**src/rtl/neg_regfile_pkg.sv**
```systemverilog
// Shared constants and helpers for the negedge register file.
// The NEG_REGFILE_BYPASS_EN macro enables write-to-read bypass in neg_regfile.
package neg_regfile_pkg;
   localparam int WIDTH_DEF = 32;
   localparam int DEPTH_DEF = 32;
   localparam int WR_COUNT_W = 16;
   localparam logic [WR_COUNT_W-1:0] WR_COUNT_MAX = '1;

   function automatic int addr_width(input int depth);
      return (depth < 2) ? 1 : $clog2(depth);
   endfunction
endpackage

```
**src/rtl/dffe_neg_vec.sv**
```systemverilog
// WIDTH-bit falling-edge register with enable and asynchronous active-high clear.
module dffe_neg_vec
   import neg_regfile_pkg::*;
#(
   parameter int WIDTH = WIDTH_DEF
) (
   input  logic             clk,
   input  logic             clr,
   input  logic             en,
   input  logic [WIDTH-1:0] d,
   output logic [WIDTH-1:0] q
);

   always_ff @(negedge clk or posedge clr) begin
      if (clr)
         q <= '0;
      else if (en)
         q <= d;
   end

endmodule

```
**src/rtl/neg_regfile.sv**
```systemverilog
// Negedge-write register file: two combinational read ports, busy scoreboard, saturating write count.
// Define NEG_REGFILE_BYPASS_EN to forward in-flight write data to the read ports.
module neg_regfile
   import neg_regfile_pkg::*;
#(
   parameter int WIDTH    = WIDTH_DEF,
   parameter int DEPTH    = DEPTH_DEF,
   parameter int ADDR_W   = addr_width(DEPTH),
   parameter int ZERO_REG = 1
) (
   input  logic                  clk,
   input  logic                  clr,
   input  logic                  we,
   input  logic [ADDR_W-1:0]     waddr,
   input  logic [WIDTH-1:0]      wdata,
   input  logic                  busy_set,
   input  logic [ADDR_W-1:0]     busy_addr,
   input  logic [ADDR_W-1:0]     raddr_a,
   output logic [WIDTH-1:0]      rdata_a,
   output logic                  busy_a,
   input  logic [ADDR_W-1:0]     raddr_b,
   output logic [WIDTH-1:0]      rdata_b,
   output logic                  busy_b,
   output logic [WR_COUNT_W-1:0] wr_count
);

   logic [WIDTH-1:0] mem [DEPTH];
   logic [DEPTH-1:0] busy;
   logic             wr_ok;
   logic             set_ok;

   function automatic logic writable(input logic [ADDR_W-1:0] a);
      return (ZERO_REG == 0) || (a != '0);
   endfunction

   function automatic logic [WR_COUNT_W-1:0] sat_inc(input logic [WR_COUNT_W-1:0] c);
      return (c == WR_COUNT_MAX) ? c : c + WR_COUNT_W'(1);
   endfunction

   assign wr_ok  = we & writable(waddr);
   assign set_ok = busy_set & writable(busy_addr);

   // entry 0 never sees an enable when hardwired to zero, so it stays at its reset value
   for (genvar i = 0; i < DEPTH; i++) begin : g_entry
      dffe_neg_vec #(.WIDTH(WIDTH)) u_entry (
         .clk (clk),
         .clr (clr),
         .en  (wr_ok && (waddr == ADDR_W'(i))),
         .d   (wdata),
         .q   (mem[i])
      );
   end

   // a new producer supersedes the one completing in the same cycle
   always_ff @(negedge clk or posedge clr) begin
      if (clr) begin
         busy <= '0;
      end else begin
         for (int i = 0; i < DEPTH; i++) begin
            if (set_ok && (busy_addr == ADDR_W'(i)))
               busy[i] <= 1'b1;
            else if (wr_ok && (waddr == ADDR_W'(i)))
               busy[i] <= 1'b0;
         end
      end
   end

   always_ff @(negedge clk or posedge clr) begin
      if (clr)
         wr_count <= '0;
      else if (wr_ok)
         wr_count <= sat_inc(wr_count);
   end

`ifdef NEG_REGFILE_BYPASS_EN
   logic byp_a;
   logic byp_b;

   assign byp_a   = wr_ok && (waddr == raddr_a);
   assign byp_b   = wr_ok && (waddr == raddr_b);
   assign rdata_a = byp_a ? wdata : mem[raddr_a];
   assign rdata_b = byp_b ? wdata : mem[raddr_b];
   assign busy_a  = byp_a ? (set_ok && (busy_addr == raddr_a)) : busy[raddr_a];
   assign busy_b  = byp_b ? (set_ok && (busy_addr == raddr_b)) : busy[raddr_b];
`else
   assign rdata_a = mem[raddr_a];
   assign rdata_b = mem[raddr_b];
   assign busy_a  = busy[raddr_a];
   assign busy_b  = busy[raddr_b];
`endif

endmodule

```
**config.mk**
```make
export PLATFORM = sky130hd
export DESIGN_NAME = neg_regfile
export DESIGN_NICKNAME = d
export VERILOG_FILES = /design/src/rtl/neg_regfile_pkg.sv /design/src/rtl/dffe_neg_vec.sv /design/src/rtl/neg_regfile.sv
export SDC_FILE = /design/constraint.sdc
export NUM_CORES = 2
export LEC_CHECK = 0
export CAP_MARGIN = 20
export CORE_UTILIZATION = 40
export CTS_CLUSTER_SIZE = 30
export DETAILED_ROUTE_END_ITERATION = 10
export PLACE_DENSITY = 0.59
export SYNTH_ARGS = -nofsm -noshare
export SYNTH_HDL_FRONTEND = slang
export SYNTH_SLANG_ARGS = --single-unit
export TNS_END_PERCENT = 5
```
**constraint.sdc**
```tcl
create_clock -name clk -period 37.9 [get_ports clk]
set_clock_uncertainty 0.2 [all_clocks]
set_input_delay 5.685 -clock clk [delete_from_list [all_inputs] [get_ports clk]]
set_output_delay 5.685 -clock clk [all_outputs]
set_load 0.1 [all_outputs]
```
Word level (Yosys, flattened, before mapping). Cells that the tools add are included. W data, S select, Z words.

Register bits: 1072. Bits in latches: 0. RAM bits: 0. Bits in read-only memories: 0. Output and inout port bits: 82. Logic and storage cells: 313. Memories: 0.

Add/sub/neg operators: 1. Multiply operators: 0. Divide/modulo/power cells: 0. Order comparisons: 4. Equal/unequal tests: 63. Shift operators: 0. Mux-type cells: 74. Bitwise logic cells: 5. Reduce and logical (&&, ||, !) cells: 101.

Operators with widths (count): $bmux W32 S5 (2); $eq A5 B5 Y1 const B (32); $mux W32 (4); $eq A5 B4 Y1 const B (16); $mux W1 (66); $logic_and A1 B1 Y1 (64); $reduce_bool A2 Y1 (32); $eq A5 B3 Y1 const B (8); $eq A5 B2 Y1 const B (4); $add A16 B1 Y16 const B (1); $eq A16 B16 Y1 const B (1); $ge A6 B6 Y1 const B (2); $lt A5 B6 Y1 const B (2); $not A5 Y6 (2); $bmux W1 S5 (2); $eq A5 B1 Y1 const B (2); $logic_not A5 Y1 (2); $reduce_bool A5 Y1 (2); $and A1 B1 Y1 (2); $reduce_and A2 Y1 (1); $not A1 Y1 (1).

Logic depth before layout (Yosys ltp).
Word-level depth: 5. Depth in mapped cells: 8. Gate-level depth less buffers: 5.

Modules after synthesis. From an unflattened synthesis, not the netlist that was laid out.

Cell total of the unflattened synthesis: 4793. Area, all modules: 63314.5 µm².

By module, submodules not included: dffe_neg_vec (instances 32, cells each 69, area an instance 1348.8 µm²); neg_regfile (instances 1, cells each 2585, area an instance 20153.1 µm²).

==> impl_metrics.tcl <==
set metrics [dict create \
    status "complete, but fails checks" \
    violations "DRC" \
    worst_pin_slew_ps 1140 \
    synth_area_leader_cell "dfrtn_1" \
    layout_common_cells "1072 x dfrtn_1, 1057 x mux2i_1, 991 x mux2_2" \
    rows 139 \
    cts_sinks 1072 \
    cts_buffer_depth 3 \
    grt_pass1_vias 40700 \
    whs_ps 143 \
    diodes 0 \
    yosysWarnings 0 \
    synth_area_leaders "dfrtn_1 46%, mux2_2 19%, mux2i_1 18%, a22oi_1 2.6%, a22o_1 2.2%" \
    report.final.slew_viol_count 0 \
    async_reset_ff_frac 1.00 \
    drv_cap 0 \
    cts_inserted_buffers 117 \
    hold_viol 0 \
    stdcell_count 6719 \
    wirelength_mm 186 \
    critPathLaunch "g_entry[2].u_entry.q[29]$_DFFE_NP0P_" \
    hold_path_startpoint "g_entry[0].u_entry.q[20]$_DFFE_NP0P_" \
    max_slew_margin 0.240 \
    syn_avg_cell_area_um2 11.9 \
    first_pass_iters 9 \
    rsz0062_at_grt "false" \
    hold_buffers 0 \
    worst_ep_arrival_time_ps 22240 \
    clk_pin_slew_ps 40 \
    hold_path_class "flip-flop to flip-flop" \
    setup_viol 0 \
    cts-root-buf "clkbuf_16" \
    grt_start_max_net_pins 177 \
    clk_latency_ps 680 \
    synth_nets 4914 \
    fp.dieH_um 383 \
    synth_top_area_share 0.462 \
    synthDistinctLibCells 44 \
    route.vias.total 40500 \
    dp_cells 6482 \
    core_region_area_um2 144000 \
    total_power_mw 3.48 \
    cp.required_ps 32010 \
    ys_seq_elements 1072 \
    synth_area_um2 58000 \
    powerDensity_nw_per_um2 53.5 \
    grt_overflow 0 \
    area.growth.synth_to_final_pct 12.1 \
    post_cts_resized 0 \
    end_kind "output pin" \
    layout_commonest_cell "dfrtn_1" \
    synth_ff_type "dfrtn_1" \
    grt_pass1_wl_mm 277 \
    peakVddDrop_mv 0.0601 \
    ys_seq_area_frac 0.462 \
    p_leak_nw 30.1 \
    post-cts-setup-buffer-count 0 \
    antenna_found_initial 6 \
    r2r-start "wr_count[6]$_DFFE_NP0P_" \
    path_max_fanout 3 \
    drc_errors 3 \
    h-tree-depth 3 \
    tritoncts "done" \
    dp_hpwl_mm 93.2 \
    drt_iter0_markers 3444 \
    synth_edf_count 0 \
    crit_type "flip-flop to output pin" \
    antenna_left 0 \
    layout-drive-gt1-share 0.279 \
    io_pins 138 \
    place.gp.congestion 0.779 \
    die_w_um 383 \
    design.die.area_um2 147000 \
    via_per_inst 6.02 \
    finalNetCount 4776 \
    grt_use_total 0.251 \
    wire_per_inst_um 27.7 \
    critPathLaunchType "flip-flop" \
    postSynthCellCount 4857 \
    initial_core_util 0.403 \
    io_buffers 137 \
]
==> Yosys cell counts (6+ instances only) <==
cell and number:
a22oi_1 198, nand2_1 217, a31oi_1 68, nand4_1 7
nand2b_1 7, mux2_2 991, nor3_1 67, nor2_1 22
buf_4 28, mux2i_1 1057, and3_1 7, nand3_1 210
a22o_1 147, nor2b_1 6, buf_1 35, o21ai_0 33
clkbuf_1 242, a21oi_1 202, xnor2_1 8, dfrtn_1 1072
buf_2 190
==> critical path, cell delays in order, from the launching register on <==
cell	delay, ps
dfrtn_1	420
mux2i_1	80
a22o_1	270
nor3_1	240
a31oi_1	100
nand3_1	280
clkdlybuf4s50_1	1210
==> state kept, by name (all words and copies together), names as in the netlist <==
register and flops:
g_entry.u_entry.q 1024, busy 32, wr_count 16
==> cells by family (layout without fill, tap and decap cells) <==
kind of cell             Yosys count  after routing  share of synthesized area
AND/OR/NAND/NOR                  572            572                     0.0465
adder cells (fa/ha/maj)            1              1                   0.000216
multiplexers                    2051           2051                      0.375
flip-flops                      1072           1072                      0.462
AO/OA/AOI/OAI                    653            653                     0.0761
XOR/XNOR                           9              9                    0.00136
buffers and inverters            499            458                     0.0383
==> layer usage <==
layer | routed length [um] | share of wire | up-vias | global-route usage
met1 | 86900 | 0.47 | 21300 | 0.361
met4 | 4750 | 0.025 | 6 | 0.0733
li1 | - | - | 17700 | -
met5 | 41 | 0.00022 | - | 0
met2 | 83600 | 0.45 | 1232 | 0.388
met3 | 11100 | 0.059 | 293 | 0.0404
==> cell type report <==
class | instances | area [um^2]
well taps | 1903 | 2380
fillers | 13100 | 78800
inverters | 2 | 11.3
multi-input cells | 3286 | 29200
flip-flops and latches | 1072 | 26800
clock buffers | 179 | 3570
repair buffers | 240 | 2650
clock inverters | 37 | 390
==> stage by stage <==
| step | setup WS [ps] | utilization | TNS (ps) | area (um^2) |
|---|---|---|---|---|
| after floorplan | -1320 | - | -1412530 | 58000 |
| after global placement | 9270 | 0.421 | 0 | 60600 |
| after detailed placement | 9290 | 0.421 | 0 | 60600 |
| after CTS | 9770 | 0.449 | 0 | 64500 |
| after global routing | 9600 | 0.452 | 0 | 65100 |
| final | 9780 | 0.452 | 0 | 65100 |
==> path summary, 6_finish.rpt <==
path	to	slack, ps	cells past startpoint
worst max-delay path	rdata_b[29]	9780	6
worst min-delay path	g_entry[0].u_entry.q[20]$_DFFE_NP0P_	140	0
worst max register to register	wr_count[1]$_DFFE_NP0P_	35930	4
worst min register to register	g_entry[0].u_entry.q[20]$_DFFE_NP0P_	140	0
max in group asynchronous	g_entry[25].u_entry.q[26]$_DFFE_NP0P_	10200	5
min in group asynchronous	g_entry[24].u_entry.q[9]$_DFFE_NP0P_	24200	2
==> where the power goes <==
| part | internal, mW | switching, mW |
|---|---|---|
| combinational | 0.352 | 0.408 |
| clock | 0.681 | 0.491 |
| sequential | 1.39 | 0.163 |
Power figures use the tool's default switching activity.
